### src/rtl/reg_bank_pkg.sv
// reg_bank_pkg: op codes and a width helper shared by the register bank and its ALU.
package reg_bank_pkg;
  localparam logic [2:0] OP_NOP   = 3'b000;
  localparam logic [2:0] OP_WRITE = 3'b001;
  localparam logic [2:0] OP_BSF   = 3'b010;
  localparam logic [2:0] OP_BCF   = 3'b011;
  localparam logic [2:0] OP_INC   = 3'b100;
  localparam logic [2:0] OP_DEC   = 3'b101;
  localparam logic [2:0] OP_CLR   = 3'b110;
  localparam logic [2:0] OP_RSV   = 3'b111;
  function automatic int clog2(input int v);
    int r;
    r = 0;
    for (int i = 0; i < 31; i++) if ((1 << i) < v) r = i + 1;
    return r;
  endfunction
endpackage

### src/rtl/reg_bank_alu.sv
// reg_bank_alu: combinational next value and flag candidates for one addressed register.
module reg_bank_alu
  import reg_bank_pkg::*;
#(
  parameter int WIDTH = 8
) (
  input  logic [2:0]              i_op,
  input  logic [WIDTH-1:0]        i_old,
  input  logic [clog2(WIDTH)-1:0] i_bit_sel,
  input  logic [WIDTH-1:0]        i_data,
  output logic [WIDTH-1:0]        o_new,
  output logic                    o_zero,
  output logic                    o_carry,
  output logic                    o_illegal
);
  localparam int BW = clog2(WIDTH);
  logic [WIDTH:0]   w_sum;
  logic [WIDTH:0]   w_dif;
  logic [WIDTH-1:0] w_mask;
  logic             w_bit_bad;
  assign w_sum     = {1'b0, i_old} + (WIDTH+1)'(1);
  assign w_dif     = {1'b0, i_old} - (WIDTH+1)'(1);
  assign w_mask    = WIDTH'(1) << i_bit_sel;
  assign w_bit_bad = {1'b0, i_bit_sel} >= (BW+1)'(WIDTH);
  always_comb begin
    o_new     = i_old;
    o_illegal = 1'b0;
    case (i_op)
      OP_WRITE: o_new = i_data;
      OP_BSF: begin
        o_new     = i_old | w_mask;
        o_illegal = w_bit_bad;
      end
      OP_BCF: begin
        o_new     = i_old & ~w_mask;
        o_illegal = w_bit_bad;
      end
      OP_INC:  o_new = w_sum[WIDTH-1:0];
      OP_DEC:  o_new = w_dif[WIDTH-1:0];
      OP_CLR:  o_new = '0;
      OP_RSV:  o_illegal = 1'b1;
      default: o_new = i_old;
    endcase
  end
  assign o_zero  = o_new == '0;
  // the extra top bit of the WIDTH+1 result is the INC carry-out or the DEC borrow
  assign o_carry = (i_op == OP_DEC) ? w_dif[WIDTH] : w_sum[WIDTH];
endmodule

### src/rtl/reg_bank_rst.sv
// reg_bank_rst: register bank with one op per clock, two combinational reads, Z/C/err flags.
// Optional shadow save/restore bank enabled by REG_BANK_SHADOW_EN.
module reg_bank_rst
  import reg_bank_pkg::*;
#(
  parameter int               WIDTH       = 8,
  parameter int               NUM_REGS    = 4,
  parameter int               ADDR_W      = 2,
  parameter logic [WIDTH-1:0] RESET_VALUE = '1
) (
  input  logic                    clock,
  input  logic                    reset,
`ifdef REG_BANK_SHADOW_EN
  input  logic                    save,
  input  logic                    restore,
`endif
  input  logic [2:0]              op,
  input  logic [ADDR_W-1:0]       addr,
  input  logic [clog2(WIDTH)-1:0] bit_sel,
  input  logic [WIDTH-1:0]        data_in,
  input  logic [ADDR_W-1:0]       rd_addr_a,
  input  logic [ADDR_W-1:0]       rd_addr_b,
  output logic [WIDTH-1:0]        rd_data_a,
  output logic [WIDTH-1:0]        rd_data_b,
  output logic                    zero,
  output logic                    carry,
  output logic                    err
);
  localparam logic [ADDR_W:0] NR = (ADDR_W+1)'(NUM_REGS);
  logic [WIDTH-1:0] r_regs [NUM_REGS];
`ifdef REG_BANK_SHADOW_EN
  logic [WIDTH-1:0] r_sh_regs [NUM_REGS];
  logic             r_sh_zero;
  logic             r_sh_carry;
`endif
  logic             w_addr_ok;
  logic [WIDTH-1:0] w_old;
  logic [WIDTH-1:0] w_new;
  logic             w_zero;
  logic             w_carry;
  logic             w_illegal;
  logic             w_bad;
  logic             w_wr;
  logic             w_zen;
  logic             w_cen;
  assign rd_data_a = ({1'b0, rd_addr_a} < NR) ? r_regs[rd_addr_a] : '0;
  assign rd_data_b = ({1'b0, rd_addr_b} < NR) ? r_regs[rd_addr_b] : '0;
  assign w_addr_ok = {1'b0, addr} < NR;
  assign w_old     = w_addr_ok ? r_regs[addr] : '0;
  // NOP targets no register, so an out-of-range address with NOP is not an error
  assign w_bad     = w_illegal || (!w_addr_ok && op != OP_NOP);
  assign w_wr      = !w_bad && w_addr_ok && op != OP_NOP;
  assign w_zen     = op inside {OP_WRITE, OP_INC, OP_DEC, OP_CLR};
  assign w_cen     = op inside {OP_INC, OP_DEC};
  reg_bank_alu #(.WIDTH(WIDTH)) u_alu (
    .i_op     (op),
    .i_old    (w_old),
    .i_bit_sel(bit_sel),
    .i_data   (data_in),
    .o_new    (w_new),
    .o_zero   (w_zero),
    .o_carry  (w_carry),
    .o_illegal(w_illegal)
  );
  always_ff @(posedge clock) begin
    if (!reset) begin
      for (int i = 0; i < NUM_REGS; i++) r_regs[i] <= RESET_VALUE;
      zero  <= 1'b0;
      carry <= 1'b0;
      err   <= 1'b0;
`ifdef REG_BANK_SHADOW_EN
      for (int i = 0; i < NUM_REGS; i++) r_sh_regs[i] <= RESET_VALUE;
      r_sh_zero  <= 1'b0;
      r_sh_carry <= 1'b0;
    end else if (restore) begin
      r_regs <= r_sh_regs;
      zero   <= r_sh_zero;
      carry  <= r_sh_carry;
      err    <= 1'b0;
`endif
    end else begin
      err <= w_bad;
      if (w_wr) r_regs[addr] <= w_new;
      if (w_wr && w_zen) zero <= w_zero;
      if (w_wr && w_cen) carry <= w_carry;
`ifdef REG_BANK_SHADOW_EN
      if (save) begin
        r_sh_regs  <= r_regs;
        r_sh_zero  <= zero;
        r_sh_carry <= carry;
      end
`endif
    end
  end
endmodule

### config.mk
export PLATFORM = sky130hd
export DESIGN_NAME = reg_bank_rst
export DESIGN_NICKNAME = d
export VERILOG_FILES = /design/src/rtl/reg_bank_pkg.sv /design/src/rtl/reg_bank_alu.sv /design/src/rtl/reg_bank_rst.sv
export SDC_FILE = /design/constraint.sdc
export NUM_CORES = 1
export LEC_CHECK = 0
export CAP_MARGIN = 0
export CORE_MARGIN = 2
export CORE_UTILIZATION = 50
export CTS_CLUSTER_SIZE = 25
export DETAILED_ROUTE_END_ITERATION = 8
export GPL_TIMING_DRIVEN = 0
export PLACE_DENSITY = 0.74
export SYNTH_ARGS = -nofsm -noshare
export SYNTH_HDL_FRONTEND = slang
export SYNTH_HIERARCHICAL = 1
export SYNTH_SLANG_ARGS = --single-unit
### constraint.sdc
create_clock -name clock -period 4.65 [get_ports clock]
set_clock_uncertainty 0.15 [all_clocks]
set_input_delay 0.6975 -clock clock [delete_from_list [all_inputs] [get_ports clock]]
set_output_delay 0.6975 -clock clock [all_outputs]
set_load 0.02 [all_outputs]
# Yosys cells after proc, flatten, opt, wreduce, memory -nomap -nowiden
# Memory sizes are Yosys's and may differ from the RTL's.
# Cells that the tools add are included.
# totals
mem_bits_rw	32
ff_bits	3
elab_cells	36
memories	1
# op_classes
n_shift	1
eq_ne	7
reduce_logical	9
mux	10
bitwise	3
n_addsub	2
# memory_table
name	words	width	read_ports	rd_clocked_by_memory_dff	write_ports	line_no	rtl
r_regs	4	8	3	0	4	reg_bank_rst.sv:30	logic [WIDTH-1:0] r_regs [NUM_REGS];
# op_table
op	count
8-bit one-hot mux with 6 select lines	1
3-bit == test (second input constant)	4
8-bit by 1-bit adder with 9-bit output (second input constant)	1
8-bit by 1-bit subtractor with 9-bit output (second input constant)	1
8-bit AND	1
8-bit zero test	1
8-bit two-way mux	1
8-bit inverter	1
8-bit OR	1
8-bit OR reduction	1
1-bit by 3-bit << shifter with 8-bit output (first input constant)	1
1-bit two-way mux	7
3-bit by 2-bit == test with 1-bit output (second input constant)	2
4-bit nonzero test	1
3-bit by 1-bit == test with 1-bit output (second input constant)	1
1-bit logical AND	3
3-bit nonzero test	1
2-bit two-way mux	1
2-bit nonzero test	1
1-bit zero test	1

# Longest topological paths before layout
# Gate-level depths: netlist of run 1.
# logic_depth
ltp_word	9
mapped_depth	13
depth_no_buf	11

# Hierarchy
# The synthesis of run 1 kept the hierarchy.
# by_module_without_submodules
module	seq_area_each_um2	instances	area_each_um2	cells_each
reg_bank_rst	1021.0	1	1970.6	122
reg_bank_alu	0.0	1	954.7	152

# Worst setup path after synthesis of run 1
# OpenSTA, ideal clock, no wires.
# synth_timing
path_kind	input-to-reg
startpoint	input port addr[0]
endpoint	register zero
n_path_buf	2
arrival_ps	3330
slack_ps	1099
stages	13
required_time_ps	4428
path_cell_list	buf_2 > mux4_2 > buf_2 > inv_1 > ha_1 > or3b_1 > o21ai_2 > a311oi_1 > a211o_1 > nand4bb_1 > nor4_2 > nand2_1 > mux2i_1
# synth_via
elab_chain_len	4
word_cells_on_any_way	7
# synth_lines
element	line_no	rtl
start, declared	reg_bank_rst.sv:18	input logic [ADDR_W-1:0] addr,
memory 4 x 8 bit (*)	-	
named net w_old[0]	reg_bank_rst.sv:37	logic [WIDTH-1:0] w_old;
8-bit by 1-bit subtractor with 9-bit output / 8-bit by 1-bit adder with 9-bit output (equally long branches)	reg_bank_alu.sv:22, reg_bank_alu.sv:21	
8-bit one-hot mux with 6 select lines (*)	reg_bank_alu.sv:28	case (i_op)
named net w_new[4]	reg_bank_rst.sv:38	logic [WIDTH-1:0] w_new;
8-bit zero test (*)	reg_bank_alu.sv:45	assign o_zero = o_new == '0;
named net w_zero	reg_bank_rst.sv:39	logic w_zero;
end signal, assigned	reg_bank_rst.sv:84	if (w_wr && w_zen) zero <= w_zero;
end, declared	reg_bank_rst.sv:25	output logic zero,
# Mark *: on every way through the listed nets, which the timed path passes. The rest lies on a longest branch.
# A chain may end at the register's enable or synchronous reset.

# Final worst setup path of run 1
# layout_timing
startpoint	input port addr[1]
endpoint	register zero
# Same word-level chain as after synthesis.

==> metrics, run 1 <==
total grt overflow=0; Synth Net Count=298; clock buffer depth=2; n_diodes=0; largest net degree at the start of global routing=13; critical path data arrival time=4.38 ns; total wire length=7450 um; fmax=232 MHz; postcts setup bufs=0; Cell Area, Placed=0.00335 mm^2; Final Power=0.870 mW; cell area after layout=0.00346 mm^2; max incr delay on CP=0.53 ns; initial antenna violation count=0; core region area=0.00557 mm^2; DR vias/cell=6.41; Post-Route Setup TNS=0 ns; Synth area leader=edfxtp_1; most frequent cells in the layout=32 x clkdlybuf4s50_1, 32 x edfxtp_1, 24 x mux4_2; Tmin final=4.31 ns; worst hold-check path type=reg -> reg; Top FF cell, synth=edfxtp_1; RSZ-0062 raised after global routing=no; Post-synth ARST share=0; row count=27; Crit Path Max Fanout=10; Slew @ Worst Pin=1.29 ns; Die Span X=80.5 um; TritonCTS buffer count=5; final hold vios=0; DP HPWL=5510 um; top-area cell type share of the netlist area=0.328; number of global-route vias before repair=2324; Sink Count=35; first-pass GRT wire length=12000 um; DR iter-0 viols=333; Max-slew headroom=0.131; Critical Path, Cell by Cell=clkdlybuf4s50_1 -> buf_1 -> mux4_2 -> buf_2 -> inv_1 -> ha_1 -> or3b_1 -> a21oi_1 -> a311oi_1 -> a211o_1 -> nand4bb_1 -> nor4_2 -> nand2_1 -> mux2i_1; max-cap violations=0; Die ar.=0.00648 mm^2; mapped cell area=0.00293 mm^2; Post-CTS Hold Fix Bufs=0; share of cells above drive strength 1=0.222; Max Slew Vio Count=0; port bufs=32; Area growth syn-to-layout=18.4%; Final setup viols=0; pwr/cell area=251 mW/mm^2; Pre-antenna DRT Iters=5; TritonCTS clock tree=done; Initial Utilization=0.525; Tcrit/Tclk final=0.928; fin nets=338; Cell variety after synth=61; Total GRT Usage=0.244; kind of critical path=in -> reg; Clock transition at path regs=0.07 ns; Syn Area/Cell=10.7 um^2; cts repair resizes=0; outcome=finished clean; Required @ worst endpoint=4.72 ns; leak pwr=1.08 nW; vias=2479; DRT antenna net count=0; routed len/inst=19.3 um; Die Height=80.5 um; GP Congestion=0.939; post-synthesis register bit count=35; main area contributors after synthesis=edfxtp_1 33%, mux4_2 18%, nand2b_1 3.2%; worst hold slack=0.313 ns; EDFF count, synth=32; num ports=41; cell count after synthesis=274; VDD IR-drop max=0.359 mV; Root Buffer Master=clkbuf_8; CTS H-tree depth=2; Synth warnings=6; drc violations=0; final core occ=0.621; Critical Path End Type=flip-flop; crit path max-delay cell type=clkdlybuf4s50_1; post-synthesis sequential area ratio=0.349; startpoint types=input port; worst skew pair latency=0.29 ns
-- through the flow --
stage,worst slack (ns),instances
floorplan,1.10,274
global placement,0.0996,378
detailed placement,0.0559,379
CTS,0.351,387
global route,0.151,387
finish,0.337,387
-- worst paths after layout --
kind	startpoint	slack, ns	cells past startpoint	end
max	addr[1]	0.34	14	zero
min	zero	0.31	2	zero
min reg2reg	zero	0.31	2	zero
max reg2reg	r_regs[3][0]	1.25	12	zero
-- registers in the layout, indices dropped and copies added (netlist names) --
signal	cells
carry	1
err	1
r_regs	32
zero	1
-- logic make-up (layout without fill, tap and decap cells) --
logic type / Yosys count / after routing / share of synthesized area
simple gates: 118 / 118 / 0.242
compound gates: 57 / 57 / 0.132
flops: 35 / 35 / 0.349
buf+inv: 32 / 73 / 0.0650
mux: 27 / 27 / 0.195
xor+xnor: 3 / 3 / 0.00898
fa+ha+maj: 2 / 2 / 0.00855
-- layer usage --
| metal | part of all wire | vias to the layer above | global-route usage |
|---|---|---|---|
| li1 | - | 1134 | - |
| met1 | 0.42 | 1231 | 0.332 |
| met2 | 0.51 | 100 | 0.413 |
| met3 | 0.062 | 14 | 0.0416 |
| met4 | 0.010 | 0 | 0.0458 |
| met5 | 0 | - | 0 |
-- cell type report --
cell class,instances,area [um^2]
Tap cell,72,90.1
Clock buffer,5,68.8
Timing Repair Buffer,33,328
Clock inverter,3,43.8
Multi-Input combinational cell,207,1720
Sequential cell,35,1020
Fill cell,472,2110
Buffer,25,164
Inverter,7,26.3
-- cells in the mapped netlist (3+ instances only) --
cell	instances
nand2_1	17
a211oi_1	3
nand4_1	3
nand3_1	7
buf_4	4
or2_1	8
or3_1	10
dfxtp_1	3
nand3b_1	4
o21ai_0	7
clkbuf_1	7
buf_1	3
buf_6	5
buf_2	5
nor3_1	5
nor3b_1	4
o21ai_1	4
nor2_1	17
edfxtp_1	32
or2_2	8
nor2b_1	4
nand2b_1	15
inv_1	4
inv_2	3
a21oi_1	17
o211ai_1	3
mux4_2	24
mux2i_1	3
a32oi_1	3
-- power by group --
part           switching [mW]  leakage, nW  internal, mW
clock                   0.117       0.0581         0.160
sequential            0.00745        0.271         0.358
combinational           0.126        0.750         0.102
total                   0.251         1.08         0.620
-- critical path: cells and delay by family --
family,cells,cell delay [ns]
buffers and inverters,4,1.28
and+or+nand+nor,4,1.04
AOI/OAI and AO/OA,3,0.57
muxes,2,0.54
adders and majority gates,1,0.24
Power figures use the tool's default switching activity.
==> inputs of run 2 (changes only) <==
CTS_BUF_LIST = sky130_fd_sc_hd__clkbuf_16   (was default)
==> metrics, run 2 (same netlist as run 1, synthesis figures left out) <==
outcome=finished clean; initial antenna violation count=0 (unchanged); Most flops, register=r_regs; Tmin final=4.33 ns (+0.0208 ns); DRT antenna net count=0 (unchanged); VDD IR-drop max=0.461 mV (+29%); kind of critical path=in -> reg; row count=27 (unchanged); Fill cells=463 (-1.9%); Area growth syn-to-layout=20.3%; n_diodes=0 (unchanged); worst skew pair latency=0.28 ns (about the same); worst hold-check path type=reg -> reg; Crit Path Max Fanout=10 (unchanged); cell count after placement=379 (unchanged); Max-slew headroom=0.109 (-0.0219); DR vias/cell=6.36 (-0.69%); cell area after layout=0.00352 mm^2 (+1.6%); Sink Count=35 (unchanged); first-pass GRT wire length=12000 um (+0.18%); Final setup viols=0 (unchanged); Die Span X=80.5 um (unchanged); Final Non-Filler Cells=387 (unchanged); Tcrit/Tclk final=0.932 (+0.00448); max FFs per register=32 (unchanged); fin nets=338 (unchanged); final hold vios=0 (unchanged); Initial Utilization=0.525 (unchanged); critical path data arrival time=4.40 ns (+0.02 ns); Clock transition at path regs=0.05 ns (-0.02 ns); Post-Route Setup TNS=0 ns (unchanged); Required @ worst endpoint=4.71 ns (about the same); CTS H-tree depth=2 (unchanged); Die ar.=0.00648 mm^2 (unchanged); most frequent cells in the layout=32 x clkdlybuf4s50_1, 32 x edfxtp_1, 24 x mux4_2; TritonCTS buffer count=5 (unchanged); routed len/inst=19.3 um (+0.32%); Total GRT Usage=0.246 (+0.00265); Max Slew Vio Count=0 (unchanged); number of global-route vias before repair=2342 (+0.77%); max-cap violations=0 (unchanged); Slew @ Worst Pin=1.32 ns (+0.0325 ns); DP HPWL=5510 um (unchanged); Pre-antenna DRT Iters=4 (-1); Sequential cell area=0.00102 mm^2 (unchanged); leak pwr=1.10 nW (+2.4%); startpoint types=input port; GP Congestion=0.939 (unchanged); worst hold slack=0.309 ns (-0.00373 ns); TritonCTS clock tree=done; total grt overflow=0 (unchanged); Root Buffer Master=clkbuf_16; postcts setup bufs=0 (unchanged); Post-CTS Hold Fix Bufs=0 (unchanged); pwr/cell area=277 mW/mm^2 (+10%); largest net degree at the start of global routing=13 (unchanged); fmax=231 MHz (-0.48%); total wire length=7480 um (+0.32%); drc violations=0 (unchanged); num ports=41 (unchanged); multi-input logic area=0.00172 mm^2 (unchanged); port bufs=32 (unchanged); Critical Path End Type=flip-flop; vias=2462 (-0.69%); share of cells above drive strength 1=0.222 (unchanged); clock buffer depth=2 (unchanged); RSZ-0062 raised after global routing=no; Die Height=80.5 um (unchanged); cts repair resizes=0 (unchanged); Cell Area, Placed=0.00335 mm^2 (unchanged); core region area=0.00557 mm^2 (unchanged); DR iter-0 viols=320 (-3.9%)
[run 2: where the power goes]
group          internal, mW  total, mW  switching, mW
registers             0.358      0.366        0.00752
clock network         0.252      0.381          0.128
logic                 0.102      0.228          0.126
[run 2: critical path, stage by stage]
cell and delay (ns):
clkdlybuf4s50_1 0.52, buf_2 0.34, mux4_2 0.58, buf_2 0.19, inv_1 0.07, ha_1 0.25
or3b_1 0.44, o21ai_2 0.13, a311oi_1 0.10, a211o_1 0.35, nand4bb_1 0.26, nor4_2 0.26
nand2_1 0.08, mux2i_1 0.12
[run 2: worst paths after layout]
check	cells past startpoint	to	slack, ns	from
max	14	zero	0.32	addr[0]
min	2	zero	0.31	zero
max reg2reg	12	zero	1.24	r_regs[3][0]
min reg2reg	2	zero	0.31	zero
[run 2: layout make-up]
type                            count  share of cell area
Multi-Input combinational cell    207               0.489
Sequential cell                    35               0.290
Timing Repair Buffer               33              0.0931
Buffer                             25              0.0466
Clock buffer                        5              0.0355
Tap cell                           72              0.0256
Clock inverter                      3              0.0124
Inverter                            7             0.00747
[run 2: routing by layer]
metal / track usage / part of all wire
met5: 0 / 0
met2: 0.407 / 0.51
met3: 0.0483 / 0.090
met4: 0.0661 / 0.0082
met1: 0.332 / 0.40
[run 2: stage by stage]
stage | setup slack, ns | power, mW | utilization
6_report | 0.316 | 0.975 | 0.631
5_1_grt | 0.142 | 1.01 | 0.631
4_1_cts | 0.342 | 0.973 | 0.631
3_5_place_dp | 0.0559 | 0.598 | 0.601
3_3_place_gp | 0.0996 | 0.592 | 0.598
2_1_floorplan | 1.10 | 0.524 | -
==> inputs of run 3 (changes only) <==
PLACE_DENSITY = 0.85   (was 0.74)
==> metrics, run 3 (same netlist as run 1, synthesis figures left out) <==
Clock transition at path regs=0.05 ns (about the same); Final Power=0.907 mW (-6.9%); n_diodes=0 (unchanged); Slew @ Worst Pin=1.22 ns (-0.100 ns); worst skew pair latency=0.28 ns (about the same); multi-input logic area=0.00172 mm^2 (unchanged); max FFs per register=32 (unchanged); Die Span X=80.5 um (unchanged); total grt overflow=0 (unchanged); final core occ=0.626 (-0.00584); clock buffer depth=2 (unchanged); port bufs=32 (unchanged); startpoint types=input port; worst hold slack=0.333 ns (+0.0231 ns); Tcrit/Tclk final=0.932 (about the same); Area growth syn-to-layout=19.2%; Final setup viols=0 (unchanged); vias=2514 (+2.1%); final hold vios=0 (unchanged); DRT antenna net count=0 (unchanged); pwr/cell area=260 mW/mm^2 (-6.1%); kind of critical path=in -> reg; largest net degree at the start of global routing=11 (-2); initial antenna violation count=0 (unchanged); Die Height=80.5 um (unchanged); Tmin final=4.34 ns (+0.00201 ns); Critical Path End Type=flip-flop; num ports=41 (unchanged); Required @ worst endpoint=4.71 ns (about the same); Die ar.=0.00648 mm^2 (unchanged); Most flops, register=r_regs; RSZ-0062 raised after global routing=no; fin nets=338 (unchanged); Total GRT Usage=0.256 (+0.00963); reg2reg start=r_regs[0][0]; first-pass GRT wire length=12500 um (+4.0%); Crit Path Max Fanout=10 (unchanged); worst hold-check path type=reg -> reg; total wire length=7720 um (+3.2%); CTS H-tree depth=2 (unchanged); routed len/inst=19.9 um (+3.2%); max-cap violations=0 (unchanged); fmax=231 MHz (about the same); R2R Setup Slk=1.28 ns (+0.04 ns); drc violations=0 (unchanged); Sink Count=35 (unchanged); VDD IR-drop max=0.212 mV (-54%); core region area=0.00557 mm^2 (unchanged); leak pwr=1.09 nW (-1.2%); outcome=finished clean; hold-critical path depth=2 (unchanged); DR iter-0 viols=329 (+2.8%); DR vias/cell=6.50 (+2.1%); Root Buffer Master=clkbuf_16; critical path data arrival time=4.39 ns (about the same); row count=27 (unchanged); Initial Utilization=0.525 (unchanged); postcts setup bufs=0 (unchanged); Post-Route Setup TNS=0 ns (unchanged); GP Congestion=0.933 (-0.60%); TritonCTS buffer count=5 (unchanged); most frequent cells in the layout=32 x clkdlybuf4s50_1, 32 x edfxtp_1, 24 x mux4_2; Pre-antenna DRT Iters=5 (+1); number of global-route vias before repair=2401 (+2.5%); Post-CTS Hold Fix Bufs=0 (unchanged); Fill cells=440 (-5.0%); TritonCTS clock tree=done; Worst Reg2Reg Path Length in Cells=12 (unchanged); DP HPWL=5660 um (+2.8%); Min-Delay Endpoint=zero; cell area after layout=0.00349 mm^2 (-0.92%); Max Slew Vio Count=0 (unchanged); Max-slew headroom=0.176 (+0.0675); Hold Startpoint=zero; Worst R2R End=zero; cts repair resizes=0 (unchanged); Cell Area, Placed=0.00335 mm^2 (unchanged); share of cells above drive strength 1=0.213 (-0.00952); Sequential cell area=0.00102 mm^2 (unchanged)
## run 3: cell types whose count changed in the layout (fill, tap and decap cells not counted), sizes merged
cell	delta
inv	+1
bufinv	-1
## run 3: area by class of cell
class,instances,share of cell area
flip-flops and latches,35,0.293
clock buffers,5,0.0359
clock inverters,3,0.00323
plain buffers,25,0.0470
multi-input cells,207,0.494
repair buffers,33,0.0940
inverters,7,0.00753
well taps,72,0.0258
## run 3: layer usage
layer  global-route usage  vias to the layer above  share of wire
met1                0.335                     1235           0.39
li1                     -                     1139              -
met4               0.0712                        0          0.013
met5                    0                        -              0
met2                0.427                      129           0.52
met3               0.0584                       11          0.078
## run 3: worst max path at each step
stage / from / to / slack (ns) / depth (start not counted)
4_1_cts: addr[1] / zero / 0.32 / 14
5_1_grt: addr[1] / zero / 0.07 / 14
3_3_place_gp: addr[0] / zero / 0.16 / 14
2_1_floorplan: addr[0] / zero / 1.10 / 13
3_5_place_dp: addr[1] / zero / 0.05 / 14
6_report: addr[1] / zero / 0.31 / 14
## run 3: power breakdown
part	switching [mW]	internal, mW
Combinational	0.128	0.102
Sequential	0.00769	0.359
Clock	0.118	0.192
## run 3: through the flow
step / setup slack (ns) / std cells
final: 0.314 / 387
after global routing: 0.0684 / 387
after CTS: 0.325 / 387
after detailed placement: 0.0462 / 379
after global placement: 0.162 / 378
after floorplan: 1.10 / 274
## run 3: worst max-delay path: stages
cell,delay (ns)
clkdlybuf4s50_1,0.52
buf_1,0.51
mux4_2,0.45
buf_2,0.21
inv_1,0.08
ha_1,0.23
or3b_1,0.43
a21oi_1,0.18
a311oi_1,0.06
a211o_1,0.34
nand4bb_1,0.24
nor4_2,0.23
nand2_1,0.07
mux2i_1,0.14
